## src/rtl/piso_serializer.sv

```systemverilog
// Parallel-in/serial-out stage feeding the Mealy sequence detector.
// Optional even-parity trailer bit: define SERIALIZER_PARITY_EN.
module piso_serializer #(
    parameter int DATA_W    = 8,
    parameter bit MSB_FIRST = 1'b1
) (
    input  logic              clk_i,
    input  logic              rst_i,
    input  logic [DATA_W-1:0] data_i,
    input  logic              valid_i,
    output logic              ready_o,
    input  logic              en_i,
    output logic              ser_o,
    output logic              ser_valid_o,
    output logic              done_o
);

`ifdef SERIALIZER_PARITY_EN
    localparam int N = DATA_W + 1;
`else
    localparam int N = DATA_W;
`endif
    localparam int CW = $clog2(DATA_W + 2);

    typedef enum logic {IDLE, SHIFT} state_t;

    state_t         state;
    logic [N-1:0]   sr;
    logic [CW-1:0]  cnt;
    logic           last_bit;
    logic           accept;
    logic [N-1:0]   load_vec;
    logic [N-1:0]   shifted;

    function automatic logic first_bit(input logic [N-1:0] v);
        return MSB_FIRST ? v[N-1] : v[0];
    endfunction

    // Parity sits after the data bits in shift order, so its position depends on direction.
`ifdef SERIALIZER_PARITY_EN
    assign load_vec = MSB_FIRST ? {data_i, ^data_i} : {^data_i, data_i};
`else
    assign load_vec = data_i;
`endif

    assign shifted  = MSB_FIRST ? (sr << 1) : (sr >> 1);
    assign last_bit = (state == SHIFT) && (cnt == CW'(N - 1)) && en_i;
    assign ready_o  = !rst_i && ((state == IDLE) || last_bit);
    assign accept   = valid_i && ready_o;

    always_ff @(posedge clk_i) begin
        if (rst_i) begin
            state       <= IDLE;
            sr          <= '0;
            cnt         <= '0;
            ser_o       <= 1'b0;
            ser_valid_o <= 1'b0;
            done_o      <= 1'b0;
        end else begin
            done_o <= last_bit;
            if (accept) begin
                // Also covers the back-to-back reload on the last-bit edge.
                state       <= SHIFT;
                sr          <= load_vec;
                cnt         <= '0;
                ser_o       <= first_bit(load_vec);
                ser_valid_o <= 1'b1;
            end else if (last_bit) begin
                state       <= IDLE;
                sr          <= '0;
                cnt         <= '0;
                ser_o       <= 1'b0;
                ser_valid_o <= 1'b0;
            end else if ((state == SHIFT) && en_i) begin
                sr    <= shifted;
                cnt   <= cnt + CW'(1);
                ser_o <= first_bit(shifted);
            end
        end
    end

endmodule
```

## config.mk

```make
export PLATFORM = sky130hd
export DESIGN_NAME = piso_serializer
export DESIGN_NICKNAME = d
export VERILOG_FILES = /design/src/rtl/piso_serializer.sv
export SDC_FILE = /design/constraint.sdc
export NUM_CORES = 1
export LEC_CHECK = 0
export ABC_AREA = 1
export ABC_CLOCK_PERIOD_IN_PS = 1600
export CELL_PAD_IN_SITES_DETAIL_PLACEMENT = 0
export CELL_PAD_IN_SITES_GLOBAL_PLACEMENT = 1
export CORE_MARGIN = 2
export CORE_UTILIZATION = 32
export CTS_BUF_LIST = sky130_fd_sc_hd__clkbuf_8
export DETAILED_ROUTE_END_ITERATION = 16
export PLACE_DENSITY_LB_ADDON = 0.08
export SYNTH_ARGS = -nofsm -noshare
export SYNTH_HDL_FRONTEND = slang
export SYNTH_SLANG_ARGS = --single-unit
export TNS_END_PERCENT = 20
```

## constraint.sdc

```tcl
create_clock -name clk_i -period 1.6 [get_ports clk_i]
set_input_delay 0.24 -clock clk_i [delete_from_list [all_inputs] [get_ports clk_i]]
set_output_delay 0.24 -clock clk_i [all_outputs]
set_load 0.01 [all_outputs]
```

**Yosys cells after proc, flatten, opt, wreduce, memory -nomap -nowiden**

Index checks and enable logic that the tools add are counted.

- Flip-flop bits (word level): 14
- Output and inout port bits: 4

- Add/subtract/negate cells: 1
- Equality and inequality tests: 1
- Multiplexer cells: 8
- Bitwise gates (word level): 1
- Reduce and logical (&&, ||, !) cells: 10

Operators with widths:

| kind | count |
|---|---|
| 2-to-1 mux 7 bit | 3 |
| logical AND 1 bit | 5 |
| 2-to-1 mux 1 bit | 5 |
| adder 4 x 1 -> 4 bit (second input constant) | 1 |
| == test 4 x 3 -> 1 bit (second input constant) | 1 |
| nonzero test 3 bit | 1 |
| OR reduction 3 bit | 1 |
| nonzero test 2 bit | 1 |
| zero test 1 bit | 1 |
| logical OR 1 bit | 1 |
| NOT 1 bit | 1 |

**Depth between registers and ports, before layout**

- Word-level depth: 7
- Depth in mapped cells: 7
- Depth with buffers taken out: 7

**Least setup slack after synthesis**

No wires, ideal clock.

- Path kind: register to output
- From: register cnt[0]
- To: output ready_o
- Data arrival time: 1189 ps
- Data required time: 1360 ps
- Setup slack: 171 ps
- Cell stages (with the launch flop): 5
- Path through: dfxtp_1 -> ha_1 -> nand3_4 -> or2_2 -> a21oi_1

- Longest elaborated chain between the ends: 5

RTL lines:

| what | RTL line | source |
|---|---|---|
| start: declaration | 29 | `logic [CW-1:0] cnt;` |
| start signal: assignment | 76 | `cnt <= cnt + CW'(1);` |
| == test 4 x 3 -> 1 bit | 47 | `assign last_bit = (state == SHIFT) && (cnt == CW'(N - 1)) && en_i;` |
| logical AND 1 bit (2 in series) | 47 |  |
| logical OR 1 bit | 48 | `assign ready_o = !rst_i && ((state == IDLE) \|\| last_bit);` |
| logical AND 1 bit | 48 |  |
| end: declaration | 11 | `output logic ready_o,` |

No other way between the ends.

**Worst setup path after layout**

Ends and elaborated chain as after synthesis.

==> flow_results.xml <==
<?xml version="1.0" encoding="UTF-8"?>
<metrics>
  <group name="status">
    <metric name="outcome" unit="">finished clean</metric>
  </group>
  <group name="synthesis">
    <metric name="ys_seq_elements" unit="">14</metric>
    <metric name="syn_inst" unit="">100</metric>
    <metric name="synthesis.area" unit="um2">758</metric>
    <metric name="synth_nets" unit="">113</metric>
    <metric name="yosys_warnings" unit="">0</metric>
    <metric name="netlist-cell-type-count" unit="">18</metric>
    <metric name="yosysSeqAreaShare" unit="%">37.0</metric>
    <metric name="postSynthAreaPerCell" unit="um2">7.58</metric>
  </group>
  <group name="placement">
    <metric name="port-buffer-count" unit="">15</metric>
    <metric name="gp_congestion" unit="">0.720</metric>
    <metric name="post-dp-hpwl" unit="um">1360</metric>
    <metric name="pre_cts_slack" unit="ns">-0.497</metric>
  </group>
  <group name="critical_path">
    <metric name="worst-endpoint-arrival" unit="ns">1.30</metric>
    <metric name="critical_path.max_stage_delay" unit="ns">0.36</metric>
    <metric name="critical_path.endpoint_type" unit="">primary output</metric>
    <metric name="reg2reg_slack" unit="ns">0.15</metric>
    <metric name="timing.critical_path.buf_inv" unit="">1</metric>
    <metric name="critical_path_class" unit="">reg2out</metric>
    <metric name="worst_path_max_delay_cell" unit="">sky130_fd_sc_hd__dfxtp_2</metric>
    <metric name="cp_max_fo" unit="">2</metric>
    <metric name="critPathRequiredTime" unit="ns">1.36</metric>
    <metric name="path_cells" unit="">ha_4, nand3_4, or2_4, a21oi_2, buf_2</metric>
    <metric name="delay_heaviest_family_cp" unit="">flip-flops</metric>
    <metric name="startpoint_kind_of_the_worst_setup_timing_path" unit="">register</metric>
  </group>
  <group name="power_and_ir_drop">
    <metric name="power_per_cell_area" unit="nW/um2">785</metric>
    <metric name="p_leak" unit="nW">0.472</metric>
    <metric name="vdd.ir_drop.worst" unit="mV">0.364</metric>
  </group>
  <group name="cts">
    <metric name="cts_buffer_depth" unit="">2</metric>
    <metric name="clk_transition_reported_paths" unit="ns">0.06</metric>
    <metric name="numCtsBuffers" unit="">3</metric>
    <metric name="postCtsHoldBufs" unit="">0</metric>
    <metric name="clock_tree_from_tritoncts" unit="">built</metric>
    <metric name="clock_insertion_delay_at_the_later_pin_of_the_skew_report" unit="ns">0.24</metric>
    <metric name="tritoncts_num_sinks" unit="">14</metric>
    <metric name="ctsRootBufferMaster" unit="">sky130_fd_sc_hd__clkbuf_8</metric>
    <metric name="h_tree_depth" unit="">1</metric>
  </group>
  <group name="sta">
    <metric name="post-route-worst-setup-slack" unit="ns">0.0611</metric>
    <metric name="rsz0062_at_grt" unit="">true</metric>
    <metric name="hold_viol_final" unit="">0</metric>
    <metric name="timing.clock.skew" unit="ns">0.00465</metric>
    <metric name="timing.fmax" unit="MHz">650</metric>
    <metric name="min_period" unit="ns">1.54</metric>
    <metric name="whs" unit="ns">0.486</metric>
    <metric name="max_slew_vio_count" unit="">0</metric>
    <metric name="part_of_the_cycle_the_worst_path_needs" unit="%">96.2</metric>
    <metric name="max_slew.worst_pin.slew" unit="ns">0.275</metric>
    <metric name="finalSetupViolCount" unit="">0</metric>
    <metric name="relSlewSlack" unit="%">81.6</metric>
  </group>
  <group name="floorplanning">
    <metric name="placement_rows" unit="">17</metric>
    <metric name="design.die.area" unit="um2">2770</metric>
    <metric name="core-area" unit="um2">2230</metric>
    <metric name="initial_util" unit="%">33.9</metric>
    <metric name="die_height" unit="um">52.7</metric>
    <metric name="num_io_pins" unit="">16</metric>
    <metric name="die_w" unit="um">52.7</metric>
  </group>
  <group name="grt">
    <metric name="grt_pass1_wl" unit="um">3310</metric>
    <metric name="overflow" unit="">0</metric>
    <metric name="grt_antenna_before_repair" unit="">0</metric>
    <metric name="grt_max_degree" unit="">18</metric>
    <metric name="groute.usage.overall" unit="%">16.3</metric>
    <metric name="number_of_global_route_vias_before_repair" unit="">743</metric>
  </group>
  <group name="job">
    <metric name="cap_violations" unit="">0</metric>
  </group>
  <group name="route">
    <metric name="ant_nets" unit="">0</metric>
    <metric name="first_iter_violations" unit="">10</metric>
    <metric name="drt_wl_total" unit="um">1910</metric>
    <metric name="drt_drc_violations_left" unit="">0</metric>
    <metric name="detail_route.first_pass.iterations" unit="">4</metric>
    <metric name="wire_per_inst" unit="um">12.0</metric>
    <metric name="detail_route.vias_per_cell" unit="">4.84</metric>
    <metric name="vias" unit="">770</metric>
  </group>
  <group name="finish">
    <metric name="final_core_utilization" unit="%">49.8</metric>
    <metric name="areaGrowthSynthToFinish" unit="%">46.7</metric>
    <metric name="final_layout_size_suffix_gt1_share" unit="%">26.7</metric>
    <metric name="insertedDiodeCount" unit="">0</metric>
    <metric name="most_common_cell_after_layout_fill_and_taps_aside" unit="">sky130_fd_sc_hd__nand2_1</metric>
    <metric name="filler_cell_count" unit="">238</metric>
    <metric name="combined_area_of_the_multi_input_logic_cells" unit="um2">414</metric>
    <metric name="ff_latch_area" unit="um2">284</metric>
    <metric name="final_cell_mix" unit="">19 x sky130_fd_sc_hd__nand2_1, 17 x sky130_fd_sc_hd__buf_4, 14 x sky130_fd_sc_hd__nand4_1, 13 x sky130_fd_sc_hd__clkdlybuf4s50_1</metric>
    <metric name="num-nets-final" unit="">145</metric>
  </group>
  <group name="hold_path">
    <metric name="min-delay-path-class" unit="">reg2reg</metric>
  </group>
</metrics>
-- sequential cells by signal, summed over array words and instances, names as in the netlist --
name and flops:
sr 7, cnt 4, done_o 1, ser_o 1, state 1
-- metal layers --
metal / GRT usage (%) / share of wire, %
met5: 0 / 0
met4: 5.13 / 0.63
met3: 1.71 / 2.5
met2: 28.7 / 50
met1: 20.6 / 47
-- report_power, final --
group | total, mW | internal [mW] | leakage [nW] | switching [mW]
clock network | 0.345 | 0.218 | 0.0288 | 0.128
registers | 0.377 | 0.367 | 0.116 | 0.0107
logic | 0.151 | 0.0771 | 0.327 | 0.0740
-- cells in the mapped netlist --
library cell / number / area share, %
sky130_fd_sc_hd__clkbuf_1: 2 / 0.99
sky130_fd_sc_hd__nand3_2: 1 / 1.3
sky130_fd_sc_hd__dfxtp_1: 14 / 37
sky130_fd_sc_hd__nand3_1: 11 / 7.3
sky130_fd_sc_hd__or2_2: 2 / 1.6
sky130_fd_sc_hd__nand3_4: 2 / 4.6
sky130_fd_sc_hd__inv_2: 1 / 0.49
sky130_fd_sc_hd__buf_1: 1 / 0.49
sky130_fd_sc_hd__buf_6: 2 / 3.0
sky130_fd_sc_hd__nand4_1: 14 / 12
sky130_fd_sc_hd__nand2_1: 19 / 9.4
sky130_fd_sc_hd__a21oi_1: 12 / 7.9
sky130_fd_sc_hd__nor2_1: 4 / 2.0
sky130_fd_sc_hd__xor2_1: 2 / 2.3
sky130_fd_sc_hd__o21bai_4: 1 / 2.5
sky130_fd_sc_hd__buf_4: 1 / 0.99
sky130_fd_sc_hd__ha_1: 1 / 1.6
sky130_fd_sc_hd__inv_1: 10 / 5.0
-- path summary, 6_finish.rpt --
path                             end  cells past startpoint                 from
hold / removal    sr[5]$_SDFFE_PP0P_                      2   sr[5]$_SDFFE_PP0P_
setup reg to reg  ser_o$_SDFFE_PP0P_                      8  cnt[0]$_SDFFE_PP0P_
setup / recovery             ready_o                      5  cnt[0]$_SDFFE_PP0P_
hold reg to reg   sr[5]$_SDFFE_PP0P_                      2   sr[5]$_SDFFE_PP0P_
-- worst register-to-register path, stage by stage, from the launching register on --
cell	delay, ns
sky130_fd_sc_hd__dfxtp_2	0.36
sky130_fd_sc_hd__ha_4	0.16
sky130_fd_sc_hd__nand3_4	0.07
sky130_fd_sc_hd__buf_4	0.15
sky130_fd_sc_hd__o21bai_4	0.14
sky130_fd_sc_hd__nand3_4	0.20
sky130_fd_sc_hd__nand2_1	0.13
sky130_fd_sc_hd__nand2_1	0.05
sky130_fd_sc_hd__a21oi_1	0.12
-- per-stage QoR --
stage / instance area (um2) / TNS [ns] / std cells / power, mW
floorplan: 758 / 0 / 100 / 0.464
global placement: 1030 / -1.70 / 154 / 0.532
detailed placement: 1030 / -1.95 / 154 / 0.534
CTS: 1100 / 0 / 158 / 0.878
global route: 1110 / -0.00418 / 159 / 0.916
finish: 1110 / 0 / 159 / 0.874
-- final cells by class --
class | count | area share [%]
well taps | 28 | 3.15
repair buffers | 33 | 25.4
clock buffers | 4 | 4.95
inverters | 11 | 3.71
flip-flops and latches | 14 | 25.5
multi-input cells | 69 | 37.2
-- cell families (layout without fill, tap and decap cells) --
logic type               Yosys count  after routing  share of synthesized area [%]
flip-flops                        14             14                           37.0
AND/OR/NAND/NOR                   53             53                           37.8
XOR/XNOR                           2              2                           2.31
buffers and inverters             17             48                           10.9
adder cells (fa/ha/maj)            1              1                           1.65
AO/OA/AOI/OAI                     13             13                           10.4
-- what timing repair did --
action                     in CTS  in global routing
gates resized for setup        12                  1
setup endpoints to repair       1                  3
setup buffers                   0                  1
No activity file was read; power rests on OpenSTA's default activity.
